### src/rtl/fproc_lut_pkg.sv
// Shared types and helpers for the FPROC measurement/LUT router:
// request modes, per-core FSM states, id decode bases and LUT address compaction.
package fproc_lut_pkg;

  localparam int unsigned MAX_MEAS = 32;

  typedef enum logic [1:0] {
    MODE_WAIT_MEAS = 2'd0,
    MODE_STICKY    = 2'd1,
    MODE_WAIT_LUT  = 2'd2,
    MODE_BAD       = 2'd3
  } mode_e;

  typedef enum logic [2:0] {
    ST_IDLE      = 3'd0,
    ST_WAIT_MEAS = 3'd1,
    ST_WAIT_LUT  = 3'd2,
    ST_EVAL      = 3'd3,
    ST_RESP      = 3'd4
  } state_e;

  // First id of each mode's range; ranges are N_MEAS, N_MEAS and N_LUT wide.
  function automatic int unsigned id_base(mode_e m, int unsigned n_meas);
    int unsigned b;
    case (m)
      MODE_STICKY:   b = n_meas;
      MODE_WAIT_LUT: b = 32'd2 * n_meas;
      default:       b = 32'd0;
    endcase
    return b;
  endfunction

  // Gather the masked bits LSB-first into a dense address.
  function automatic logic [MAX_MEAS-1:0] compact_addr(logic [MAX_MEAS-1:0] bits,
                                                        logic [MAX_MEAS-1:0] mask);
    logic [MAX_MEAS-1:0] addr;
    logic [5:0]          j;
    addr = '0;
    j    = 6'd0;
    for (int i = 0; i < MAX_MEAS; i++) begin
      if (mask[i]) begin
        addr[j[4:0]] = bits[i];
        j = j + 6'd1;
      end
    end
    return addr;
  endfunction

endpackage

### src/rtl/fproc_lut_router_if.sv
// FPROC request/response bundle between the proc cores (master) and the router (slave).
interface fproc_lut_router_if #(
  parameter int N_CORES = 5,
  parameter int ID_W    = 8,
  parameter int DATA_W  = 32
) ();

  logic [N_CORES-1:0]             fproc_en;
  logic [N_CORES-1:0][ID_W-1:0]   fproc_id;
  logic [N_CORES-1:0]             fproc_ready;
  logic [N_CORES-1:0][DATA_W-1:0] fproc_data;
  logic [N_CORES-1:0]             fproc_err;

  modport master (
    output fproc_en,
    output fproc_id,
    input  fproc_ready,
    input  fproc_data,
    input  fproc_err
  );

  modport slave (
    input  fproc_en,
    input  fproc_id,
    output fproc_ready,
    output fproc_data,
    output fproc_err
  );

endinterface

### src/rtl/fproc_core_fsm.sv
// Per-core request engine: decodes the id, tracks fresh valids and the timeout,
// evaluates the selected LUT and emits a one-cycle registered response.
module fproc_core_fsm
  import fproc_lut_pkg::*;
#(
  parameter int N_MEAS  = 5,
  parameter int N_LUT   = 4,
  parameter int LUT_IN  = 4,
  parameter int ID_W    = 8,
  parameter int DATA_W  = 32,
  parameter int TIMEOUT = 4096
) (
  input  logic                              clk,
  input  logic                              reset,
  input  logic                              fproc_en_i,
  input  logic [ID_W-1:0]                   fproc_id_i,
  input  logic [N_MEAS-1:0]                 meas_i,
  input  logic [N_MEAS-1:0]                 meas_valid_i,
  input  logic [N_MEAS-1:0]                 meas_lat_i,
  input  logic [N_LUT-1:0][N_MEAS-1:0]      mask_i,
  input  logic [N_LUT-1:0][(1<<LUT_IN)-1:0] table_i,
  output logic                              fproc_ready_o,
  output logic [DATA_W-1:0]                 fproc_data_o,
  output logic                              fproc_err_o
);

  localparam int CH_W  = (N_MEAS > 1) ? $clog2(N_MEAS) : 1;
  localparam int LUT_W = (N_LUT > 1) ? $clog2(N_LUT) : 1;
  localparam int CNT_W = (TIMEOUT > 0) ? $clog2(TIMEOUT + 1) : 1;
  localparam logic [CNT_W-1:0] TO_CNT = CNT_W'(TIMEOUT);
  localparam bit   TO_EN       = (TIMEOUT != 0);
  localparam int unsigned STICKY_BASE = id_base(MODE_STICKY, N_MEAS);
  localparam int unsigned LUT_BASE    = id_base(MODE_WAIT_LUT, N_MEAS);
  localparam int unsigned BAD_BASE    = LUT_BASE + N_LUT;

  state_e              state_q;
  logic [N_MEAS-1:0]   seen_q;
  logic [CNT_W-1:0]    cnt_q;
  logic [CH_W-1:0]     ch_q;
  logic [LUT_W-1:0]    lut_q;
  logic                ready_q;
  logic [DATA_W-1:0]   data_q;
  logic                err_q;

  logic [31:0]         id_s;
  logic [31:0]         k_s;
  mode_e               mode_s;
  logic [CH_W-1:0]     ch_s;
  logic [LUT_W-1:0]    lut_s;
  logic [N_MEAS-1:0]   seen_nxt_s;
  logic [N_MEAS-1:0]   lut_mask_s;
  logic                lut_hit_s;
  logic                idle_lut_hit_s;
  logic [LUT_IN-1:0]   addr_s;
  logic                timeout_s;

  // Request id decode into mode and channel/LUT index.
  always_comb begin
    id_s   = 32'(fproc_id_i);
    mode_s = MODE_BAD;
    k_s    = 32'd0;
    if (id_s < STICKY_BASE) begin
      mode_s = MODE_WAIT_MEAS;
      k_s    = id_s;
    end else if (id_s < LUT_BASE) begin
      mode_s = MODE_STICKY;
      k_s    = id_s - STICKY_BASE;
    end else if (id_s < BAD_BASE) begin
      mode_s = MODE_WAIT_LUT;
      k_s    = id_s - LUT_BASE;
    end else begin
      mode_s = MODE_BAD;
      k_s    = 32'd0;
    end
    ch_s  = CH_W'(k_s);
    lut_s = LUT_W'(k_s);
  end

  // Completion conditions; masks are read live so a config write lands next cycle.
  always_comb begin
    seen_nxt_s     = seen_q | meas_valid_i;
    lut_mask_s     = mask_i[lut_q];
    lut_hit_s      = ((seen_nxt_s & lut_mask_s) == lut_mask_s);
    idle_lut_hit_s = ((meas_valid_i & mask_i[lut_s]) == mask_i[lut_s]);
    addr_s         = LUT_IN'(compact_addr(MAX_MEAS'(meas_lat_i), MAX_MEAS'(lut_mask_s)));
    timeout_s      = TO_EN && (cnt_q == TO_CNT);
  end

  // Request state machine with registered response outputs.
  always_ff @(posedge clk) begin
    if (reset) begin
      state_q <= ST_IDLE;
      seen_q  <= '0;
      cnt_q   <= '0;
      ch_q    <= '0;
      lut_q   <= '0;
      ready_q <= 1'b0;
      data_q  <= '0;
      err_q   <= 1'b0;
    end else begin
      ready_q <= 1'b0;
      data_q  <= '0;
      err_q   <= 1'b0;
      case (state_q)
        ST_IDLE: begin
          if (fproc_en_i) begin
            seen_q <= meas_valid_i;
            cnt_q  <= CNT_W'(1);
            ch_q   <= ch_s;
            lut_q  <= lut_s;
            case (mode_s)
              MODE_STICKY: begin
                state_q <= ST_RESP;
                ready_q <= 1'b1;
                data_q  <= DATA_W'(meas_lat_i[ch_s]);
              end
              MODE_WAIT_MEAS: begin
                if (meas_valid_i[ch_s]) begin
                  state_q <= ST_RESP;
                  ready_q <= 1'b1;
                  data_q  <= DATA_W'(meas_i[ch_s]);
                end else begin
                  state_q <= ST_WAIT_MEAS;
                end
              end
              MODE_WAIT_LUT: begin
                state_q <= idle_lut_hit_s ? ST_EVAL : ST_WAIT_LUT;
              end
              default: begin
                state_q <= ST_RESP;
                ready_q <= 1'b1;
                err_q   <= 1'b1;
              end
            endcase
          end
        end
        ST_WAIT_MEAS: begin
          seen_q <= seen_nxt_s;
          if (seen_nxt_s[ch_q]) begin
            state_q <= ST_RESP;
            ready_q <= 1'b1;
            data_q  <= DATA_W'(meas_valid_i[ch_q] ? meas_i[ch_q] : meas_lat_i[ch_q]);
          end else if (timeout_s) begin
            state_q <= ST_RESP;
            ready_q <= 1'b1;
            err_q   <= 1'b1;
          end else begin
            cnt_q <= cnt_q + CNT_W'(1);
          end
        end
        ST_WAIT_LUT: begin
          seen_q <= seen_nxt_s;
          if (lut_hit_s) begin
            state_q <= ST_EVAL;
          end else if (timeout_s) begin
            state_q <= ST_RESP;
            ready_q <= 1'b1;
            err_q   <= 1'b1;
          end else begin
            cnt_q <= cnt_q + CNT_W'(1);
          end
        end
        ST_EVAL: begin
          state_q <= ST_RESP;
          ready_q <= 1'b1;
          data_q  <= DATA_W'(table_i[lut_q][addr_s]);
        end
        ST_RESP: begin
          state_q <= ST_IDLE;
        end
        default: begin
          state_q <= ST_IDLE;
        end
      endcase
    end
  end

  assign fproc_ready_o = ready_q;
  assign fproc_data_o  = data_q;
  assign fproc_err_o   = err_q;

endmodule

### src/rtl/fproc_lut_router.sv
// Measurement router top: latches measurement bits, holds the LUT mask/table
// config and runs one independent request engine per proc core.
module fproc_lut_router
  import fproc_lut_pkg::*;
#(
  parameter int N_CORES = 5,
  parameter int N_MEAS  = N_CORES,
  parameter int N_LUT   = 4,
  parameter int LUT_IN  = 4,
  parameter int ID_W    = 8,
  parameter int DATA_W  = 32,
  parameter int TIMEOUT = 4096
) (
  input  logic                       clk,
  input  logic                       reset,
  fproc_lut_router_if.slave          fproc,
  input  logic [N_MEAS-1:0]          meas,
  input  logic [N_MEAS-1:0]          meas_valid,
  input  logic                       cfg_we,
  input  logic [$clog2(N_LUT):0]     cfg_addr,
  input  logic [31:0]                cfg_data
);

  localparam int TBL_W  = 1 << LUT_IN;
  localparam int LUT_W  = $clog2(N_LUT);
  localparam int CFG_AW = LUT_W + 1;

  logic [N_MEAS-1:0]             meas_lat_q;
  logic [N_LUT-1:0][N_MEAS-1:0]  mask_q;
  logic [N_LUT-1:0][TBL_W-1:0]   table_q;

  logic [LUT_W-1:0]              cfg_lut_s;
  logic [N_CORES-1:0]            ready_s;
  logic [N_CORES-1:0][DATA_W-1:0] data_s;
  logic [N_CORES-1:0]            err_s;

  assign cfg_lut_s = cfg_addr[CFG_AW-1:1];

  // Last-seen value of every measurement channel.
  always_ff @(posedge clk) begin
    if (reset) begin
      meas_lat_q <= '0;
    end else begin
      meas_lat_q <= (meas_lat_q & ~meas_valid) | (meas & meas_valid);
    end
  end

  // LUT configuration store; address LSB picks table over mask.
  always_ff @(posedge clk) begin
    if (reset) begin
      mask_q  <= '0;
      table_q <= '0;
    end else if (cfg_we && (int'(cfg_lut_s) < N_LUT)) begin
      if (cfg_addr[0]) begin
        table_q[cfg_lut_s] <= TBL_W'(cfg_data);
      end else begin
        mask_q[cfg_lut_s] <= N_MEAS'(cfg_data);
      end
    end
  end

  for (genvar c = 0; c < N_CORES; c++) begin : g_core
    fproc_core_fsm #(
      .N_MEAS  (N_MEAS),
      .N_LUT   (N_LUT),
      .LUT_IN  (LUT_IN),
      .ID_W    (ID_W),
      .DATA_W  (DATA_W),
      .TIMEOUT (TIMEOUT)
    ) u_fsm (
      .clk           (clk),
      .reset         (reset),
      .fproc_en_i    (fproc.fproc_en[c]),
      .fproc_id_i    (fproc.fproc_id[c]),
      .meas_i        (meas),
      .meas_valid_i  (meas_valid),
      .meas_lat_i    (meas_lat_q),
      .mask_i        (mask_q),
      .table_i       (table_q),
      .fproc_ready_o (ready_s[c]),
      .fproc_data_o  (data_s[c]),
      .fproc_err_o   (err_s[c])
    );
  end

  assign fproc.fproc_ready = ready_s;
  assign fproc.fproc_data  = data_s;
  assign fproc.fproc_err   = err_s;

endmodule

### src/flat_wrapper.sv
// flat-port wrapper written by rule: the top's interface ports become plain ports
module fproc_lut_router_flat import fproc_lut_pkg::*;
#(
  parameter int N_CORES = 5,
  parameter int N_MEAS  = N_CORES,
  parameter int N_LUT   = 4,
  parameter int LUT_IN  = 4,
  parameter int ID_W    = 8,
  parameter int DATA_W  = 32,
  parameter int TIMEOUT = 4096
)
  (clk, reset, meas, meas_valid, cfg_we, cfg_addr, cfg_data, fproc_fproc_en, fproc_fproc_id, fproc_fproc_ready, fproc_fproc_data, fproc_fproc_err);
  fproc_lut_router_if #(.N_CORES(N_CORES), .ID_W(ID_W), .DATA_W(DATA_W)) fproc_i ();
  input  logic clk;
  input  logic reset;
  input  logic [N_MEAS-1:0] meas;
  input  logic [N_MEAS-1:0] meas_valid;
  input  logic cfg_we;
  input  logic [$clog2(N_LUT):0] cfg_addr;
  input  logic [31:0] cfg_data;
  input wire logic [$bits(fproc_i.fproc_en)-1:0] fproc_fproc_en;
  input wire logic [$bits(fproc_i.fproc_id)-1:0] fproc_fproc_id;
  output wire logic [$bits(fproc_i.fproc_ready)-1:0] fproc_fproc_ready;
  output wire logic [$bits(fproc_i.fproc_data)-1:0] fproc_fproc_data;
  output wire logic [$bits(fproc_i.fproc_err)-1:0] fproc_fproc_err;
  assign fproc_i.fproc_en = fproc_fproc_en;
  assign fproc_i.fproc_id = fproc_fproc_id;
  assign fproc_fproc_ready = fproc_i.fproc_ready;
  assign fproc_fproc_data = fproc_i.fproc_data;
  assign fproc_fproc_err = fproc_i.fproc_err;
  fproc_lut_router #(.N_CORES(N_CORES), .N_MEAS(N_MEAS), .N_LUT(N_LUT), .LUT_IN(LUT_IN), .ID_W(ID_W), .DATA_W(DATA_W), .TIMEOUT(TIMEOUT)) u_core (.clk(clk), .reset(reset), .fproc(fproc_i), .meas(meas), .meas_valid(meas_valid), .cfg_we(cfg_we), .cfg_addr(cfg_addr), .cfg_data(cfg_data));
endmodule
### config.mk
export PLATFORM = sky130hd
export DESIGN_NAME = fproc_lut_router_flat
export DESIGN_NICKNAME = d
export VERILOG_FILES = /design/src/rtl/fproc_lut_pkg.sv /design/src/rtl/fproc_lut_router_if.sv /design/src/rtl/fproc_core_fsm.sv /design/src/rtl/fproc_lut_router.sv /design/src/flat_wrapper.sv
export SDC_FILE = /design/constraint.sdc
export NUM_CORES = 1
export LEC_CHECK = 0
export BUFFER_PORTS_ARGS = -buffer_cell sky130_fd_sc_hd__buf_4
export CORE_MARGIN = 2
export CORE_UTILIZATION = 55
export CTS_CLUSTER_DIAMETER = 40
export CTS_CLUSTER_SIZE = 30
export DETAILED_ROUTE_END_ITERATION = 8
export PLACE_DENSITY = 0.77
export SYNTH_ARGS = -nofsm -noshare
export SYNTH_HDL_FRONTEND = slang
export SYNTH_SLANG_ARGS = --single-unit
### constraint.sdc
create_clock -name clk -period 7.1 [get_ports clk]
set_input_delay 1.42 -clock clk [delete_from_list [all_inputs] [get_ports clk]]
set_output_delay 1.42 -clock clk [all_outputs]
set_load 0.01 [all_outputs]
==> summary.md, run 1 <==
| Metric | Value |
|---|---|
| Outcome | finished clean |
| Wirelength per Cell | 19.70 um |
| Crit-path leading delay family | multiplexers |
| Critical Path End Type | register |
| VDD IR-drop max | 186.6 uV |
| Int Pwr | 2.784 mW |
| Dpl hpwl | 38520 um |
| Total clock buffers created by CTS | 42 |
| CP startpoint kind | register |
| Clk_skew | 0.02589 ns |
| CTS tree | yes |
| Io pins | 263 |
| Area Overhead vs Synth | 8.082% |
| Total grt overflow | 0 |
| Drt total wl | 54830 um |
| Slowest library cell on the worst path | fa_1 |
| Post-Syn Area | 19430 um2 |
| Final setup margin | 2.151 ns |
| First-pass GRT wire length | 85930 um |
| Worst slack at placement | 2.263 ns |
| Hold Crit Depth | 2 |
| F_max | 202.1 MHz |
| Die Wd | 192.0 um |
| Largest net degree at the start of global routing | 97 |
| Setup repair bufs after CTS | 0 |
| Net Sw Power | 1.099 mW |
| Synthesized flop and latch total | 224 |
| Via count | 17880 |
| Dpl cell area | 19510 um2 |
| Final setup vio count | 0 |
| Max Cap Viol | 0 |
| Critical-path cell list | buf_4 -> mux4_2 -> fa_1 -> ha_1 -> xnor2_1 -> a22oi_1 -> or3_2 -> nand2_2 -> mux4_2 -> o2111ai_1 -> o31ai_1 |
| Slew Viols, Final | 0 |
| Distinct cells, synth | 104 |
| Tot GR Track Use | 0.2930 |
| Post-Syn Area per Cell | 8.407 um2 |
| Post-DRT Antenna Nets | 0 |
| Final Util | 0.6064 |
| Post-synth top flop | dfxtp_1 |
| Layout cells sized above 1 | 0.1705 |
| Setup TNS | 0 ns |
| R2r setup slk | 2.15 ns |
| Core area | 34630 um2 |
| Max incr delay on CP | 0.75 ns |
| DRT Pass-1 Iters | 7 |
| Post-CTS sizing | 0 |
| # rows | 68 |
| Power share of the combinational group | 0.119 |
| Hold Startpoint | u_core.g_core[3].u_fsm.cnt_q[12]$_SDFFE_PP0P_ |
| Worst reg2reg path startpoint | u_core.g_core[1].u_fsm.ch_q[0]$_SDFFE_PP0P_ |
| CTS Root Cell | clkbuf_16 |
| Clk Latency, worst-skew pair | 0.56 ns |
| Final worst-path cycle share | 0.6970 |
| Fin. Hold Viols | 0 |
| WS Path Type | reg2reg |
| CP Max Fanout | 32 |
| Async SR Flop Fraction | 0 |
| Clock Tree Buf Depth | 3 |
| Antenna violations before repair | 1 |
| Worst-Margin Slew | 1.131 ns |
| Sink Count | 224 |
| Vias in the first global route | 16520 |
| Leak | 7.714 nW |
| Fill cells | 2987 |
| Synthesized instance count | 2311 |
| Buffers on Ports | 91 |
| Post-route DRC | 0 |
| Ant diodes | 0 |
| Final nets | 2423 |
| Die area | 36840 um2 |
| Final instance area | 21000 um2 |
| Type of the worst min-delay path | reg2reg |
| Crit Reg-Reg Endpoint | u_core.g_core[1].u_fsm.fproc_data_o[0]$_SDFF_PP0_ |
| Cts hold-fix bufs | 0 |
| Placer Congestion | 0.9321 |
| Cells on worst reg2reg path | 11 |
| Power per standard cell area | 184.9 nW/um2 |
| DIE HEIGHT | 192.0 um |
| RSZ-0062 raised after global routing | no |
| Clock share of power | 0.538 |
| Sequential power share | 0.343 |
| H-tree depth | 2 |
| Vias/cell | 6.424 |
| Slew headroom | 0.2396 |
| WP buf/inv | 1 |
| Clock-pin slew on the worst setup and hold paths | 0.05 ns |
| Required time of the worst setup path | 7.49 ns |
| Sequential share of the synthesized area | 0.2308 |
| Min cycle time layout | 4.949 ns |
| Syn. warnings | 0 |
| Post-synth EDFFs | 0 |
| 1st-iter DRT viols | 1813 |
| Initial core utilization | 0.5611 |
| Most used cell, CP | mux4_2 |
| Net Sw Frac | 0.2830 |
| Hold Path Sink | u_core.g_core[3].u_fsm.cnt_q[12]$_SDFFE_PP0P_ |
| Worst endpoint data arrival time | 5.34 ns |
[layout by cell type, fill, tap and decap left out, drive strengths merged, types with 24 or more instances in the layout]
cell type,synthesis,routed
a21oi,167,167
a22oi,47,47
and3,34,34
buf,208,113
clkbuf,119,49
conb,1,155
dfxtp,224,224
ha,30,30
inv,77,88
mux2i,95,95
mux4,137,137
nand2,262,262
nand2b,36,36
nand3,65,65
nand4,24,24
nor2,229,229
nor3,55,55
o21ai,56,56
xor2,42,42
[metrics by stage]
stage                     hold slack (ns)  power (mW)  std cells
after detailed placement           0.4857       1.806       2706
after global routing               0.5182       4.014       2783
after CTS                          0.4942       3.892       2783
after floorplan                    0.4534       1.734       2465
final                              0.4906       3.882       2783
after global placement             0.4607       1.793       2706
[worst register-to-register path, stage by stage (launching register included)]
cell       delay (ns)
dfxtp_2          0.31
buf_4            0.46
mux4_2           0.73
fa_1             0.75
ha_1             0.30
xnor2_1          0.14
a22oi_1          0.21
or3_2            0.57
nand2_2          0.13
mux4_2           0.58
o2111ai_1        0.48
o31ai_1          0.15
[worst max path at each step]
stage	cells after the start	slack, ns	startpoint	end
final	11	2.15	u_core.g_core[1].u_fsm.ch_q[0]$_SDFFE_PP0P_	u_core.g_core[1].u_fsm.fproc_data_o[0]$_SDFF_PP0_
after CTS	13	2.20	u_core.g_core[0].u_fsm.ch_q[0]$_SDFFE_PP0P_	u_core.g_core[0].u_fsm.fproc_data_o[0]$_SDFF_PP0_
after floorplan	13	2.94	fproc_fproc_id[17]	u_core.g_core[2].u_fsm.state_q[0]$_SDFFE_PP0P_
after global routing	12	1.92	u_core.g_core[1].u_fsm.ch_q[0]$_SDFFE_PP0P_	u_core.g_core[1].u_fsm.fproc_data_o[0]$_SDFF_PP0_
after global placement	13	2.29	u_core.g_core[0].u_fsm.ch_q[0]$_SDFFE_PP0P_	u_core.g_core[0].u_fsm.fproc_data_o[0]$_SDFF_PP0_
after detailed placement	11	2.26	u_core.g_core[1].u_fsm.ch_q[0]$_SDFFE_PP0P_	u_core.g_core[1].u_fsm.fproc_data_o[0]$_SDFF_PP0_
[power by group through the flow]
stage,clock network [mW],logic (mW),registers [mW]
after detailed placement,0,0.450,1.36
after floorplan,0,0.402,1.33
after CTS,2.11,0.453,1.33
after global placement,0,0.439,1.35
final,2.09,0.462,1.33
after global routing,2.17,0.506,1.33
[sequential cells by signal, summed over array words and instances (netlist names), named ones only]
signal,flops
u_core.g_core.u_fsm.cnt_q,65
u_core.table_q,64
u_core.g_core.u_fsm.seen_q,25
u_core.mask_q,20
u_core.g_core.u_fsm.ch_q,15
u_core.g_core.u_fsm.state_q,15
u_core.g_core.u_fsm.fproc_data_o,5
u_core.g_core.u_fsm.fproc_err_o,5
u_core.g_core.u_fsm.fproc_ready_o,5
[kinds of logic after synthesis]
kind of cell | synth area share
other cells | 0.0001930
simple gates | 0.2117
mux | 0.2253
fa+ha+maj | 0.02447
buf+inv | 0.1137
xor+xnor | 0.02389
compound gates | 0.1698
flops | 0.2308
[layout make-up]
class                      instances  area [um2]  share of cell area
tap                              455       569.3             0.02711
inverter                          77       289.0             0.01376
clock buffer                      49        1139             0.05422
timing repair buffer             113       848.3             0.04040
clock inverter                    28       346.6             0.01650
multi-input combinational       1837       13320              0.6343
sequential                       224        4488              0.2137
[layer usage]
metal / vias to the layer above / wire, um / part of all wire / global-route usage
li1: 8190 / - / - / -
met1: 8513 / 21450 / 0.39 / 0.3733
met2: 999 / 25000 / 0.46 / 0.4695
met3: 173 / 5979 / 0.11 / 0.07089
met4: 2 / 2374 / 0.043 / 0.1355
met5: - / 27 / 0.00049 / 0
[cell usage after synthesis (30+ instances only)]
library cell / instances / area share
nand2_1: 261 / 0.050
nor2_1: 228 / 0.044
dfxtp_1: 224 / 0.23
buf_4: 173 / 0.067
a21oi_1: 166 / 0.043
mux4_2: 136 / 0.16
clkbuf_1: 119 / 0.023
mux2i_1: 86 / 0.044
inv_1: 75 / 0.014
nand3_1: 65 / 0.017
nor3_1: 52 / 0.013
o21ai_0: 51 / 0.013
a22oi_1: 47 / 0.018
xor2_1: 42 / 0.019
nand2b_1: 36 / 0.012
and3_1: 33 / 0.011
ha_1: 30 / 0.019
No activity file was read; power rests on OpenSTA's default activity.
==> inputs of run 2 (changes only) <==
ABC_AREA = 1   (was not set)
CORE_UTILIZATION = 54   (was 55)
PLACE_DENSITY = 0.79   (was 0.77)
clock period = 4.2 ns   (was 7.1 ns; I/O delays follow)
==> run 2 against run 1 <==
Combinational power rose to 5.0 times the previous value. Non-clock buffer count up 25. Clock skew decreased by 0.0025 ns. Via count increased by 23%. Die area up 1.3%. Clock power is 72% higher. Hold slack lost 0.023 ns. Largest cell class unchanged. Largest power group unchanged.
==> summary.md, run 2 <==
| Metric | Value |
|---|---|
| H-tree depth | 2 |
| Antenna violations before repair | 2 |
| Most common cell after layout, fill and taps aside | nand2_1 |
| Type of the worst min-delay path | reg2reg |
| Dpl hpwl | 48080 um |
| Placed cells | 3568 |
| Die Wd | 193.2 um |
| Distinct cells, synth | 66 |
| Min cycle time layout | 3.789 ns |
| Post-DRT Antenna Nets | 0 |
| VDD IR-drop max | 323.4 uV |
| Max reg flops | 65 |
| Worst endpoint data arrival time | 4.24 ns |
| Synthesized flop and latch total | 224 |
| Final worst-path cycle share | 0.9021 |
| Slew headroom | 0.1577 |
| Final instance area | 21190 um2 |
| Max Cap Viol | 0 |
| Wirelength per Cell | 18.40 um |
| Clock Tree Buf Depth | 3 |
| Worst slack at placement | 0.4344 ns |
| Total grt overflow | 0 |
| Top Registers | u_core.g_core.u_fsm.cnt_q (65), u_core.table_q (64), u_core.g_core.u_fsm.seen_q (25) |
| Post-synth EDFFs | 0 |
| Synth top area share | 0.2319 |
| Post-synth top flop | dfxtp_1 |
| RSZ-0062 raised after global routing | no |
| Top cells by area, synth | dfxtp_1, nand2_1, nand3_1 |
| Via count | 22040 |
| Buffers on Ports | 91 |
| 1st-iter DRT viols | 2401 |
| Critical Path End Type | register |
| WS Path Type | reg2reg |
| Most frequent cells in the layout | nand2_1, inv_1, nand3_1 |
| Ant diodes | 0 |
| First-pass GRT wire length | 104500 um |
| Post-Syn Area | 19340 um2 |
| Setup TNS | 0 ns |
| CTS Root Cell | clkbuf_16 |
| Power per standard cell area | 389.0 nW/um2 |
| Io pins | 263 |
| Required time of the worst setup path | 4.66 ns |
| Largest net degree at the start of global routing | 79 |
| Largest Register | u_core.g_core.u_fsm.cnt_q |
| DRT Pass-1 Iters | 6 |
| Sink Count | 224 |
| Final nets | 3279 |
| CTS tree | yes |
| Cts hold-fix bufs | 0 |
| Post-CTS sizing | 0 |
| Initial core utilization | 0.5463 |
| CP Max Fanout | 15 |
| Cells on worst reg2reg path | 20 |
| Post-Layout Cell Count | 3645 |
| Vias in the first global route | 20310 |
| Leak | 9.046 nW |
| Sequential share of the synthesized area | 0.2319 |
| Area Overhead vs Synth | 9.583% |
| Fill cells | 3369 |
| CP startpoint kind | register |
| Core area | 35400 um2 |
| Footprint of the multi-input gates | 12160 um2 |
| Top post-synthesis cells by count | nand2_1, inv_1, nand3_1 |
| Final setup vio count | 0 |
| Hold Crit Depth | 2 |
| Tot GR Track Use | 0.3429 |
| Final Util | 0.5986 |
| # rows | 69 |
| Clock-pin slew on the worst setup and hold paths | 0.06 ns |
| Placer Congestion | 1.056 |
| Vias/cell | 6.046 |
| Post-route DRC | 0 |
| Layout cells sized above 1 | 0.1124 |
| Outcome | finished clean |
| Clk Latency, worst-skew pair | 0.58 ns |
| Final setup margin | 0.4111 ns |
| Synthesized instance count | 3110 |
| F_max | 263.9 MHz |
| Setup repair bufs after CTS | 0 |
| Slew Viols, Final | 0 |
| Async SR Flop Fraction | 0 |
| Synth area leader | dfxtp_1 |
| Drt total wl | 67070 um |
| Post-Syn Area per Cell | 6.217 um2 |
| FF/Latch Area | 4484 um2 |
| DIE HEIGHT | 193.2 um |
| Dpl cell area | 19700 um2 |
| Clk_skew | 0.02343 ns |
| Fin. Hold Viols | 0 |
| Count leader, synth | nand2_1 |
| Die area | 37340 um2 |
| Total clock buffers created by CTS | 42 |
| Syn. warnings | 0 |
| Worst-Margin Slew | 1.260 ns |
run 2: changes by cell type after synthesis, sizes merged, moves of 137 or more:
cell | previous run | this run
inv | 77 | 377
nand2 | 262 | 618
o21ai | 56 | 325
nand3 | 65 | 333
a21oi | 167 | 308
mux4 | 137 | 0
run 2: per-stage QoR:
stage | power (mW) | hold slack [ns]
4_1_cts | 8.182 | 0.4659
3_3_place_gp | 4.541 | 0.4454
5_1_grt | 8.572 | 0.4906
6_report | 8.243 | 0.4674
2_1_floorplan | 4.070 | 0.4289
3_5_place_dp | 4.594 | 0.4577
run 2: routing by layer:
metal | vias up | wire, um | global-route usage
li1 | 10360 | - | -
met1 | 10040 | 25920 | 0.4305
met2 | 1379 | 29640 | 0.5471
met3 | 261 | 8103 | 0.07775
met4 | 2 | 3397 | 0.1841
met5 | - | 18 | 0
run 2: cell families (layout without fill, tap and decap cells):
group / Yosys count / in the layout / share of synthesized area
simple gates: 1311 / 1311 / 0.3107
fa+ha+maj: 35 / 35 / 0.02459
other cells: 1 / 155 / 0.0001939
buf+inv: 677 / 597 / 0.1694
xor+xnor: 15 / 15 / 0.006794
flops: 224 / 224 / 0.2319
mux: 2 / 2 / 0.001035
compound gates: 845 / 845 / 0.2553
run 2: worst paths after layout:
kind / start / end / slack (ns)
max: u_core.g_core[4].u_fsm.ch_q[0]$_SDFFE_PP0P_ / u_core.g_core[4].u_fsm.fproc_data_o[0]$_SDFF_PP0_ / 0.41
min: u_core.g_core[3].u_fsm.seen_q[2]$_SDFFE_PP0P_ / u_core.g_core[3].u_fsm.seen_q[2]$_SDFFE_PP0P_ / 0.47
min reg2reg: u_core.g_core[3].u_fsm.seen_q[2]$_SDFFE_PP0P_ / u_core.g_core[3].u_fsm.seen_q[2]$_SDFFE_PP0P_ / 0.47
max reg2reg: u_core.g_core[4].u_fsm.ch_q[0]$_SDFFE_PP0P_ / u_core.g_core[4].u_fsm.fproc_data_o[0]$_SDFF_PP0_ / 0.41
run 2: where the power goes:
| group | switching [mW] | internal, mW | total [mW] |
|---|---|---|---|
| registers | 0.118 | 2.24 | 2.35 |
| logic | 1.59 | 0.709 | 2.30 |
| clock network | 1.29 | 2.30 | 3.59 |
| total | 3.00 | 5.24 | 8.24 |
run 2: area by class of cell:
cell class / count / share of cell area
Inverter: 382 / 0.06802
Timing Repair Buffer: 138 / 0.04889
Multi-Input combinational cell: 2363 / 0.5738
Sequential cell: 224 / 0.2116
Clock buffer: 46 / 0.05220
Clock inverter: 31 / 0.01825
Tap cell: 461 / 0.02722
run 2: critical path: stages, from the launching register on:
cell	delay, ns
dfxtp_1	0.75
nor2_1	0.29
nand2_1	0.11
nand3_1	0.26
fa_1	0.66
ha_1	0.18
inv_1	0.04
nor2_1	0.10
nand2_1	0.06
nand2_1	0.11
nand2_1	0.10
nor2_2	0.16
nand3_4	0.15
nand2_4	0.15
nand2_1	0.06
nand3_1	0.08
nand3_1	0.07
nand2_1	0.07
nand2_1	0.05
nand3_1	0.13
a21oi_1	0.08
